--- src/rtl/solution_min_weight_if.sv ---
// AXI-stream style beat channel carrying candidate solution vectors.
// The master drives data and valid; the slave returns tready.
interface axi_stream_if #(
   parameter int DATA_WIDTH = 8
);
   logic                  tvalid;
   logic                  tready;
   logic [DATA_WIDTH-1:0] tdata;
   logic                  tlast;

   modport master (output tvalid, tdata, tlast, input tready);
   modport slave  (input tvalid, tdata, tlast, output tready);
endinterface

--- src/rtl/solution_min_weight.sv ---
// Consumes one frame of GF(2) solution vectors and reports the minimum-popcount vector.
// Define SOLUTION_MIN_WEIGHT_TOTAL_EN to add the running sum of per-frame minima on `total`.
module solution_min_weight #(
   parameter int NUM_VARS    = 8,
   parameter int COUNT_WIDTH = 16,
   parameter int TOTAL_WIDTH = 16,
   localparam int WW         = $clog2(NUM_VARS + 1)
) (
   input  logic                   clk,
   input  logic                   rst_n,
   axi_stream_if.slave            solution_stream,
   output logic                   result_valid,
   input  logic                   result_ready,
   output logic [WW-1:0]          min_weight,
   output logic [NUM_VARS-1:0]    min_solution,
   output logic [COUNT_WIDTH-1:0] sol_count
`ifdef SOLUTION_MIN_WEIGHT_TOTAL_EN
   ,
   output logic [TOTAL_WIDTH-1:0] total
`endif
);
   localparam logic [0:0] ACCEPT = 1'b0;
   localparam logic [0:0] HOLD   = 1'b1;

   logic [0:0]          state;
   logic                tready_q;
   logic                have_min;
   logic [NUM_VARS-1:0] vec;
   logic [WW-1:0]       w;
   logic                beat;
   logic                take;

   assign vec                    = solution_stream.tdata[NUM_VARS-1:0];
   assign solution_stream.tready = tready_q;
   assign result_valid           = (state == HOLD);
   assign beat                   = solution_stream.tvalid && tready_q;
   // Strict compare: on a tie the earlier vector of the frame is kept.
   assign take                   = !have_min || (w < min_weight);

   always_comb begin
      w = '0;
      for (int i = 0; i < NUM_VARS; i++)
         w = w + WW'(vec[i]);
   end

   generate
      if (NUM_VARS < 8) begin : g_unused
         logic unused_hi;
         assign unused_hi = ^solution_stream.tdata[7:NUM_VARS];
      end
   endgenerate

   always_ff @(posedge clk) begin
      if (!rst_n) begin
         state        <= ACCEPT;
         tready_q     <= 1'b0;
         have_min     <= 1'b0;
         min_weight   <= '0;
         min_solution <= '0;
         sol_count    <= '0;
      end else begin
         case (state)
            ACCEPT: begin
               tready_q <= 1'b1;
               if (beat) begin
                  if (take) begin
                     min_weight   <= w;
                     min_solution <= vec;
                  end
                  have_min <= 1'b1;
                  if (sol_count != '1)
                     sol_count <= sol_count + COUNT_WIDTH'(1);
                  if (solution_stream.tlast) begin
                     state    <= HOLD;
                     tready_q <= 1'b0;
                  end
               end
            end
            HOLD: begin
               // Min registers are left as-is; the next frame's first beat overwrites them.
               if (result_ready) begin
                  state     <= ACCEPT;
                  tready_q  <= 1'b1;
                  have_min  <= 1'b0;
                  sol_count <= '0;
               end
            end
            default: begin
               state    <= ACCEPT;
               tready_q <= 1'b0;
            end
         endcase
      end
   end

`ifdef SOLUTION_MIN_WEIGHT_TOTAL_EN
   // Adds the frame's final minimum, which includes the tlast beat itself.
   always_ff @(posedge clk) begin
      if (!rst_n)
         total <= '0;
      else if (beat && solution_stream.tlast)
         total <= total + TOTAL_WIDTH'(take ? w : min_weight);
   end
`endif
endmodule

--- src/flat_wrapper.sv ---
// flat-port wrapper written by rule: the top's interface ports become plain ports
module solution_min_weight_flat 
#(
   parameter int NUM_VARS    = 8,
   parameter int COUNT_WIDTH = 16,
   parameter int TOTAL_WIDTH = 16,
   localparam int WW         = $clog2(NUM_VARS + 1)
)
  (clk, rst_n, result_valid, result_ready, min_weight, min_solution, sol_count, solution_stream_tvalid, solution_stream_tdata, solution_stream_tlast, solution_stream_tready);
  axi_stream_if #(.DATA_WIDTH(8)) solution_stream_i ();
  input  logic clk;
  input  logic rst_n;
  output logic result_valid;
  input  logic result_ready;
  output logic [WW-1:0] min_weight;
  output logic [NUM_VARS-1:0] min_solution;
  output logic [COUNT_WIDTH-1:0] sol_count;
  input wire logic [$bits(solution_stream_i.tvalid)-1:0] solution_stream_tvalid;
  input wire logic [$bits(solution_stream_i.tdata)-1:0] solution_stream_tdata;
  input wire logic [$bits(solution_stream_i.tlast)-1:0] solution_stream_tlast;
  output wire logic [$bits(solution_stream_i.tready)-1:0] solution_stream_tready;
  assign solution_stream_i.tvalid = solution_stream_tvalid;
  assign solution_stream_i.tdata = solution_stream_tdata;
  assign solution_stream_i.tlast = solution_stream_tlast;
  assign solution_stream_tready = solution_stream_i.tready;
  solution_min_weight #(.NUM_VARS(NUM_VARS), .COUNT_WIDTH(COUNT_WIDTH), .TOTAL_WIDTH(TOTAL_WIDTH)) u_core (.clk(clk), .rst_n(rst_n), .solution_stream(solution_stream_i), .result_valid(result_valid), .result_ready(result_ready), .min_weight(min_weight), .min_solution(min_solution), .sol_count(sol_count));
endmodule
--- config.mk ---
export PLATFORM = sky130hd
export DESIGN_NAME = solution_min_weight_flat
export DESIGN_NICKNAME = d
export VERILOG_FILES = /design/src/rtl/solution_min_weight_if.sv /design/src/rtl/solution_min_weight.sv /design/src/flat_wrapper.sv
export SDC_FILE = /design/constraint.sdc
export NUM_CORES = 1
export LEC_CHECK = 0
export BUFFER_PORTS_ARGS = -buffer_cell sky130_fd_sc_hd__buf_2
export CORE_ASPECT_RATIO = 1.25
export CORE_MARGIN = 1.5
export CORE_UTILIZATION = 45
export CTS_BUF_LIST = sky130_fd_sc_hd__clkbuf_16
export DETAILED_ROUTE_END_ITERATION = 12
export HOLD_SLACK_MARGIN = 0.06
export PLACE_DENSITY = 0.65
export SYNTH_ARGS = -nofsm -noshare
export SYNTH_HDL_FRONTEND = slang
export SYNTH_SLANG_ARGS = --single-unit
--- constraint.sdc ---
create_clock -name clk -period 7.6 [get_ports clk]
set_clock_uncertainty 0.2 [all_clocks]
set_input_delay 0.38 -clock clk [delete_from_list [all_inputs] [get_ports clk]]
set_output_delay 0.38 -clock clk [all_outputs]
set_load 0.01 [all_outputs]
---- After elaboration in Yosys (flattened, before gate mapping) ----
Cells that the tools add are included.
cells by class
  reduce and logical (&&, ||, !) cells .... 6
  equality and inequality tests ........... 4
  bitwise logic cells ..................... 1
  $mul .................................... 0
  order comparisons ....................... 1
  div/mod/pow operators ................... 0
  shift operators ......................... 0
  add/subtract/negate cells ............... 8
  muxes and demuxes ....................... 15
operators by type and width
  cell                                                    number
  two-way mux 16 bit                                      3
  case mux 16 bit (2 select lines)                        1
  adder 4 x 1 -> 4 bit                                    6
  adder 16 x 1 -> 16 bit (second input constant)          1
  inequality test 16 bit (second input constant)          1
  two-way mux 1 bit                                       8
  case mux 1 bit (2 select lines)                         3
  AND reduction 3 bit                                     2
  < comparator 4 bit                                      1
  inequality test 2 x 1 -> 1 bit (second input constant)  2
  adder 1 x 1 -> 2 bit                                    1
  inequality test 2 bit (second input constant)           1
  AND reduction 2 bit                                     1
  logical AND 1 bit                                       1
  logical NOT 1 bit                                       1
  logical OR 1 bit                                        1
  NOT 1 bit                                               1
storage, ports and cells
  latch bits .............................. 0
  word-level logic and storage cells ...... 41
  bits in read-only memories .............. 0
  register bits ........................... 31
  memory bits (writable) .................. 0
  memories kept ........................... 0

---- Logic depth before layout (Yosys ltp) ----
Gate-level depths: netlist of run 1.
  depth in word-level cells ............... 10
  depth in mapped cells ................... 15
  depth with buffers taken out ............ 14

---- Worst setup path after synthesis of run 1 ----
OpenSTA, ideal clock, no wires.
  kind .................................... input to register
  from .................................... input port solution_stream_tdata[0]
  to ...................................... register u_core.min_solution[0]
  data arrival time ....................... 3.615 ns
  required time ........................... 7.328 ns
  stages on the path ...................... 15
  slack ................................... 3.713 ns
  cells stage by stage .................... ha_1 > inv_1 > fa_1 > fa_1 > inv_1 > fa_1 > inv_1 > fa_1 > inv_1 > ha_1 > a21o_1 > a21oi_1 > o21a_1 > buf_4 > mux2i_1
between the ends
  word-level cells in the longest chain between the ends .. 10
RTL lines
  what                                  line                       text
  from (decl)                           flat_wrapper.sv:19         input wire logic [$bits(solution_stream_i.tdata)-1:0] solution_stream_tdata;
  adder 1 x 1 -> 2 bit                  solution_min_weight.sv:43  w = w + WW'(vec[i]);
  adder 4 x 1 -> 4 bit (6 in a row)     solution_min_weight.sv:43
  net u_core.w[1]                       solution_min_weight.sv:29  logic [WW-1:0] w;
  < comparator 4 bit                    solution_min_weight.sv:38  assign take = !have_min || (w < min_weight);
  logical OR 1 bit                      solution_min_weight.sv:38
  AND reduction 3 bit (no source line)  n/a
  to (signal assigned)                  solution_min_weight.sv:68  min_solution <= vec;
  to (decl)                             solution_min_weight.sv:15  output logic [NUM_VARS-1:0] min_solution,
The timed path passes the listed nets, and every way through them passes these cells.
A chain may end at the register's enable or synchronous reset.

---- Final worst setup path of run 1 ----
  from .................................... input port solution_stream_tdata[0]
  to ...................................... register u_core.min_solution[7]
The elaborated chain is that of the path after synthesis.

==> metrics.md, run 1 <==
| Metric | Value |
|---|---|
| Status | complete, no violations |
| P&R area growth vs syn | 20.3% |
| Initial antenna violation count | 0 |
| Row cnt | 25 |
| Maximum buffer depth of the clock tree | 2 |
| NetSw | 0.000107 W |
| Average routed wire per standard cell | 12.5 um |
| Cell Area, Placed | 0.00200 mm^2 |
| Crit path DAT | 4.10 ns |
| Hold path depth | 3 |
| Antenna cells | 0 |
| Grt total ovfl | 0 |
| Worst Path Max Fanout | 12 |
| Endpoints failing setup | 0 |
| Fin util | 56.3% |
| DRC Markers | 0 |
| Worst vdd ir | 135 uV |
| Crit path largest cell delay | 0.59 ns |
| Post-layout instance area | 0.00213 mm^2 |
| Clk root buf | clkbuf_16 |
| Number of synthesized flops with an enable pin | 0 |
| Ports | 43 |
| FF-to-FF setup slack | 5.01 ns |
| H-tree Lvls | 2 |
| Initial DRC Count | 73 |
| Initial Util | 46.8% |
| Chip height | 73.2 um |
| DP Cell Count | 296 |
| #FFs+latches synth | 31 |
| Max-slew violation count | 0 |
| Int Pwr | 0.000317 W |
| Nets | 273 |
| Chip width | 59.1 um |
| Ys flop type | dfxtp_1 |
| Register-to-Register Path Depth | 6 |
| Full die area | 0.00433 mm^2 |
| Final non-filler cell total | 303 |
| Drt first pass iters | 4 |
| Worst Max-Slew Pin Slew | 1.14 ns |
| Layout cell share with drive strength beyond 1 | 21.3% |
| Seq/Total Area, Yosys | 35.0% |
| Core ar. | 0.00378 mm^2 |
| Clk network pwr share | 42.8% |
| Slowest cell on crit path | o21a_1 |
| Synthesis warning total | 0 |
| Pwr Density | 199 mW/mm^2 |
| GPL Wtd Cong | 0.768 |
| Post-CTS Setup Bufs | 0 |
| Worst slack at placement | 3.18 ns |
| Worst r2r src | u_core.sol_count[0] |
| CP Class | input pin to flop |
| Largest cells by area after synthesis | dfxtp_1 (35%), nand2_1 (7.8%), mux2i_1 (6.8%) |
| Detailed placement HPWL | 2.74 mm |
| Vias | 1586 |
| Syn Inst Count | 210 |
| Vias in the first global route | 1492 |
| Setup crit end kind | flop |
| Vias per cell | 5.23 |
| Number of buffers added on ports | 42 |
| Max-Cap Viols | 0 |
| Synthesized area | 0.00177 mm^2 |
| Syn nets | 234 |
| Clk_lat worst skew | 0.27 ns |
| Leakage | 0.954 nW |
| CTS sink cnt | 31 |
| Hold Crit Start | solution_stream_tlast |
| Slew margin rel. | 23.4% |
| WP data required | 7.59 ns |
| Fin. Hold Viols | 0 |
| Hold endpoint | u_core.result_valid |
| Final Critical Period | 4.10 ns |
| Sw Share | 25.2% |
| Worst Slack Setup Final | 3.50 ns |
| Yosys top cell by area | dfxtp_1 |
| Async SR Flop Fraction | 0% |
| RSZ-0062 raised after global routing | false |
| Combinational power share | 16.3% |
| Routed Antenna Nets | 0 |
| FMAX | 0.244 GHz |
| CTS Buf Count | 5 |
| R2R Path End | u_core.sol_count[15] |
| Final Cycle Share | 54.0% |
| Setup_tns | 0 ns |
| First-pass GRT wire length | 6.39 mm |
| Area share of the largest cell type after synthesis | 35.0% |
| Post-cts sizing count | 0 |
| Sequential share of power | 41.0% |
| Cts hold-fix bufs | 0 |
| Worst-path clk slew | 0.05 ns |
| Gr usage total | 19.2% |
| Post-synth cell types | 42 |
| Crit-path cells | buf_2, ha_1, inv_1, fa_1, fa_1, inv_1, fa_1, inv_1, fa_1, inv_1, ha_1, a21o_1, a21oi_1, o21a_1, mux2i_1 |
| Post-Syn Area per Cell | 8.44 um^2 |
| Worst Setup Start Kind | input pin |
| Routed wire length | 3.78 mm |
| Hold Path Class | input pin to flop |
| CTS tree | yes |
| Largest net degree at the start of global routing | 40 |
==> worst max path at each step <==
stage / from / to / slack [ns] / depth (start not counted)
final: solution_stream_tdata[0] / u_core.min_solution[7] / 3.50 / 15
after global routing: solution_stream_tdata[0] / u_core.min_weight[3] / 3.24 / 15
after detailed placement: solution_stream_tdata[0] / u_core.min_solution[7] / 3.18 / 15
after CTS: solution_stream_tdata[0] / u_core.min_solution[7] / 3.47 / 15
after floorplan: solution_stream_tdata[0] / u_core.min_solution[0] / 3.71 / 15
after global placement: solution_stream_tdata[0] / u_core.min_solution[5] / 3.27 / 15
==> routing by layer <==
| metal | GRT usage, % | up-vias | share of wire, % | wire length [um] |
|---|---|---|---|---|
| li1 | - | 814 | - | - |
| met1 | 22.0 | 729 | 45 | 1720 |
| met2 | 32.7 | 36 | 48 | 1830 |
| met3 | 5.14 | 7 | 4.2 | 157 |
| met4 | 9.09 | 0 | 2.0 | 76 |
| met5 | 0 | - | 0 | 0 |
==> flip-flops by register name (all words and copies together) (netlist names) <==
register                       count
u_core.sol_count                  16
u_core.min_solution                8
u_core.min_weight                  4
u_core.have_min                    1
u_core.result_valid                1
u_core.solution_stream.tready      1
==> cells in the final DEF (no fill, tap or decap), drive strengths merged, types with 3 or more instances in the layout <==
cell / count
a21oi: 13
a31oi: 3
and3: 4
buf: 42
clkbuf: 5
dfxtp: 31
fa: 4
ha: 7
inv: 15
mux2i: 12
nand2: 37
nand2b: 4
nand3: 9
nand4: 4
nor2: 6
nor3: 6
nor4: 5
o211ai: 3
o21a: 8
o21ai: 8
==> area by class of cell <==
cell class              count  area, um^2
fillers                   369        1650
multi-input cells         154        1040
flip-flops and latches     31         621
repair buffers             42         210
clock buffers               5         125
well taps                  54        67.6
inverters                  15        56.3
clock inverters             2        8.76
==> power by group through the flow <==
stage	logic, W	registers (W)	clock network [W]
after floorplan	0.0000496	0.000179	0
after global placement	0.0000685	0.000177	0
after detailed placement	0.0000699	0.000177	0
after CTS	0.0000702	0.000174	0.000188
after global routing	0.0000800	0.000174	0.000193
final	0.0000690	0.000174	0.000181
==> kinds of logic after synthesis <==
family                     share of synthesized area, %
adders and majority gates                          9.46
AOI/OAI and AO/OA                                  16.4
xor gates and xnor gates                          0.988
DFF                                                35.0
muxes                                              7.41
and+or+nand+nor                                    24.6
buffers and inverters                              6.14
==> through the flow <==
step,total power (W),hold slack (ns)
2_1_floorplan,0.000228,0.263
3_3_place_gp,0.000246,0.238
3_5_place_dp,0.000247,0.245
4_1_cts,0.000432,0.167
5_1_grt,0.000448,0.186
6_report,0.000424,0.170
==> worst max-delay path, delay by kind of cell <==
kind	cells	cell delay (ns)
compound gates	3	0.87
fa+ha+maj	6	2.19
buf+inv	5	0.38
mux	1	0.27
==> cell usage after synthesis (4+ instances only) <==
master / count
inv_1: 15
clkbuf_1: 7
nand2b_1: 4
nand4_1: 4
nand3_1: 9
dfxtp_1: 31
o21a_1: 8
nand2_1: 37
ha_1: 7
nor2_1: 6
fa_1: 4
nor3_1: 5
and3_1: 4
o21ai_0: 7
a21oi_1: 13
mux2i_1: 12
Note: power is estimated with default switching activity, not from simulation.
==> run 2: changes to the inputs <==
clock period = 3.9 ns   (was 7.6 ns; I/O delays follow)
==> run 2 against run 1 <==
Sequential power rose by 95%. Utilization increased by 3.7 points. Sequential cell count stayed put. Clock power increased by 97%. Register-to-register slack got worse by 3.2 ns. Non-clock buffer count up 12. Design area up 6.5%. Highest routed layer unchanged. Critical endpoint is now u_core.min_weight[3].
==> metrics.md, run 2 (same netlist as run 1, synthesis figures left out) <==
| Metric | Value |
|---|---|
| Status | complete, no violations |
| Routed Antenna Nets | 0 |
| Initial antenna violation count | 0 |
| Chip height | 73.2 um |
| FF-to-FF setup slack | 1.83 ns |
| Ports | 43 |
| Worst-path clk slew | 0.05 ns |
| Post-layout instance area | 0.00227 mm^2 |
| Routed wire length | 4.04 mm |
| Fill cells | 362 |
| Hold Path Class | input pin to flop |
| Final Cycle Share | 91.5% |
| Setup_tns | 0 ns |
| CP Class | input pin to flop |
| Detailed placement HPWL | 2.83 mm |
| GPL Wtd Cong | 0.761 |
| Final Critical Period | 3.57 ns |
| Clk root buf | clkbuf_16 |
| Setup crit end kind | flop |
| CTS sink cnt | 31 |
| Layout cell share with drive strength beyond 1 | 23.4% |
| Commonest non-fill, non-tap cell in the layout | buf_2 |
| Cell Area, Placed | 0.00202 mm^2 |
| Max FFs per register | 16 |
| Gr usage total | 21.3% |
| Max-Cap Viols | 0 |
| Area of the multi-input gates | 0.00105 mm^2 |
| H-tree Lvls | 2 |
| First-pass GRT wire length | 7.03 mm |
| Number of buffers added on ports | 42 |
| Antenna cells | 0 |
| Average routed wire per standard cell | 12.8 um |
| Pwr Density | 376 mW/mm^2 |
| Reg area | 621 um^2 |
| Crit path DAT | 3.57 ns |
| Max-slew violation count | 0 |
| FMAX | 0.280 GHz |
| Worst r2r src | u_core.result_valid |
| Endpoints failing setup | 0 |
| Full die area | 0.00433 mm^2 |
| Vias per cell | 5.25 |
| RSZ-0062 raised after global routing | false |
| P&R area growth vs syn | 28.1% |
| Final Hold Slack | 0.106 ns |
| Initial Util | 46.8% |
| DRC Markers | 0 |
| Row cnt | 25 |
| Tot Pwr | 0.000854 W |
| Fin. Hold Viols | 0 |
| Worst vdd ir | 235 uV |
| Commonest cells after routing, fill and taps aside | buf_2 (40), nand2_1 (37), dfxtp_1 (31), a21oi_1 (12), mux2i_1 (12) |
| Leakage | 1.03 nW |
| Maximum buffer depth of the clock tree | 2 |
| Clk_lat worst skew | 0.27 ns |
| Grt total ovfl | 0 |
| Worst Path Max Fanout | 6 |
| Worst Max-Slew Pin Slew | 0.650 ns |
| Drt first pass iters | 4 |
| Vias | 1655 |
| WP data required | 3.90 ns |
| Initial DRC Count | 51 |
| CTS tree | yes |
| CTS Buf Count | 5 |
| Nets | 285 |
| Vias in the first global route | 1682 |
| Largest registers | u_core.sol_count x16, u_core.min_solution x8, u_core.min_weight x4 |
| Chip width | 59.1 um |
| Largest reg by FF count | u_core.sol_count |
| Worst Setup Start Kind | input pin |
| Slew margin rel. | 56.7% |
| Hold Crit Start | result_ready |
| Largest net degree at the start of global routing | 40 |
| Core ar. | 0.00378 mm^2 |
| CP Launch Point | solution_stream_tdata[0] |
-- run 2: changes by cell type in the layout (fill, tap and decap cells not counted), moves of 2 or more --
cell / previous run / this run
buf_6: 0 / 2
buf_2: 42 / 40
inv_2: 0 / 4
dlygate4sd3_1: 0 / 8
dlymetal6s4s_1: 0 / 2
buf_4: 0 / 2
inv_1: 15 / 11
-- run 2: routing by layer --
| metal | vias up | wire length [um] | track usage [%] |
|---|---|---|---|
| li1 | 844 | - | - |
| met1 | 772 | 1770 | 23.0 |
| met2 | 35 | 2080 | 38.9 |
| met3 | 4 | 115 | 4.26 |
| met4 | 0 | 70 | 9.85 |
| met5 | - | 0 | 0 |
-- run 2: report_power, final --
| group | internal (W) | switching, W | leakage (nW) |
|---|---|---|---|
| combinational | 0.0000765 | 0.0000815 | 0.707 |
| clock | 0.000229 | 0.000129 | 0.0671 |
| sequential | 0.000329 | 0.00000926 | 0.252 |
| total | 0.000635 | 0.000219 | 1.03 |
-- run 2: layout make-up --
| cell class | count | area share (%) |
|---|---|---|
| well taps | 54 | 2.98 |
| inverters | 15 | 2.48 |
| repair buffers | 54 | 15.1 |
| clock buffers | 5 | 5.51 |
| multi-input cells | 154 | 46.2 |
| flip-flops and latches | 31 | 27.3 |
| clock inverters | 2 | 0.386 |
-- run 2: final timing paths --
| check | depth (start not counted) | end |
|---|---|---|
| setup / recovery | 16 | u_core.min_weight[3] |
| hold / removal | 4 | u_core.solution_stream.tready |
| setup reg to reg | 4 | u_core.result_valid |
| hold reg to reg | 2 | u_core.min_solution[1] |
-- run 2: stage by stage --
step,std cells,worst slack [ns],utilization (%)
after global placement,299,0.0773,53.4
after floorplan,210,0.198,-
after CTS,316,0.0284,59.6
after detailed placement,299,0.0323,53.4
after global routing,315,0.109,60.0
final,315,0.333,60.0
-- run 2: critical path: stages --
cell and delay [ns]:
buf_2 0.11, ha_1 0.26, inv_1 0.05, fa_1 0.50, fa_1 0.51, inv_1 0.05, fa_2 0.36, inv_2 0.07
fa_1 0.39, inv_2 0.07, ha_1 0.21, a21o_1 0.18, a21oi_2 0.10, o21a_1 0.17, buf_6 0.15, mux2i_1 0.18
-- run 2: repair_timing --
action	4_1_cts	5_1_grt
hold buffers	10	0
hold endpoints to repair	10	0
buffers inserted	0	1
endpoints found under the setup margin	0	12
resized for setup	0	10
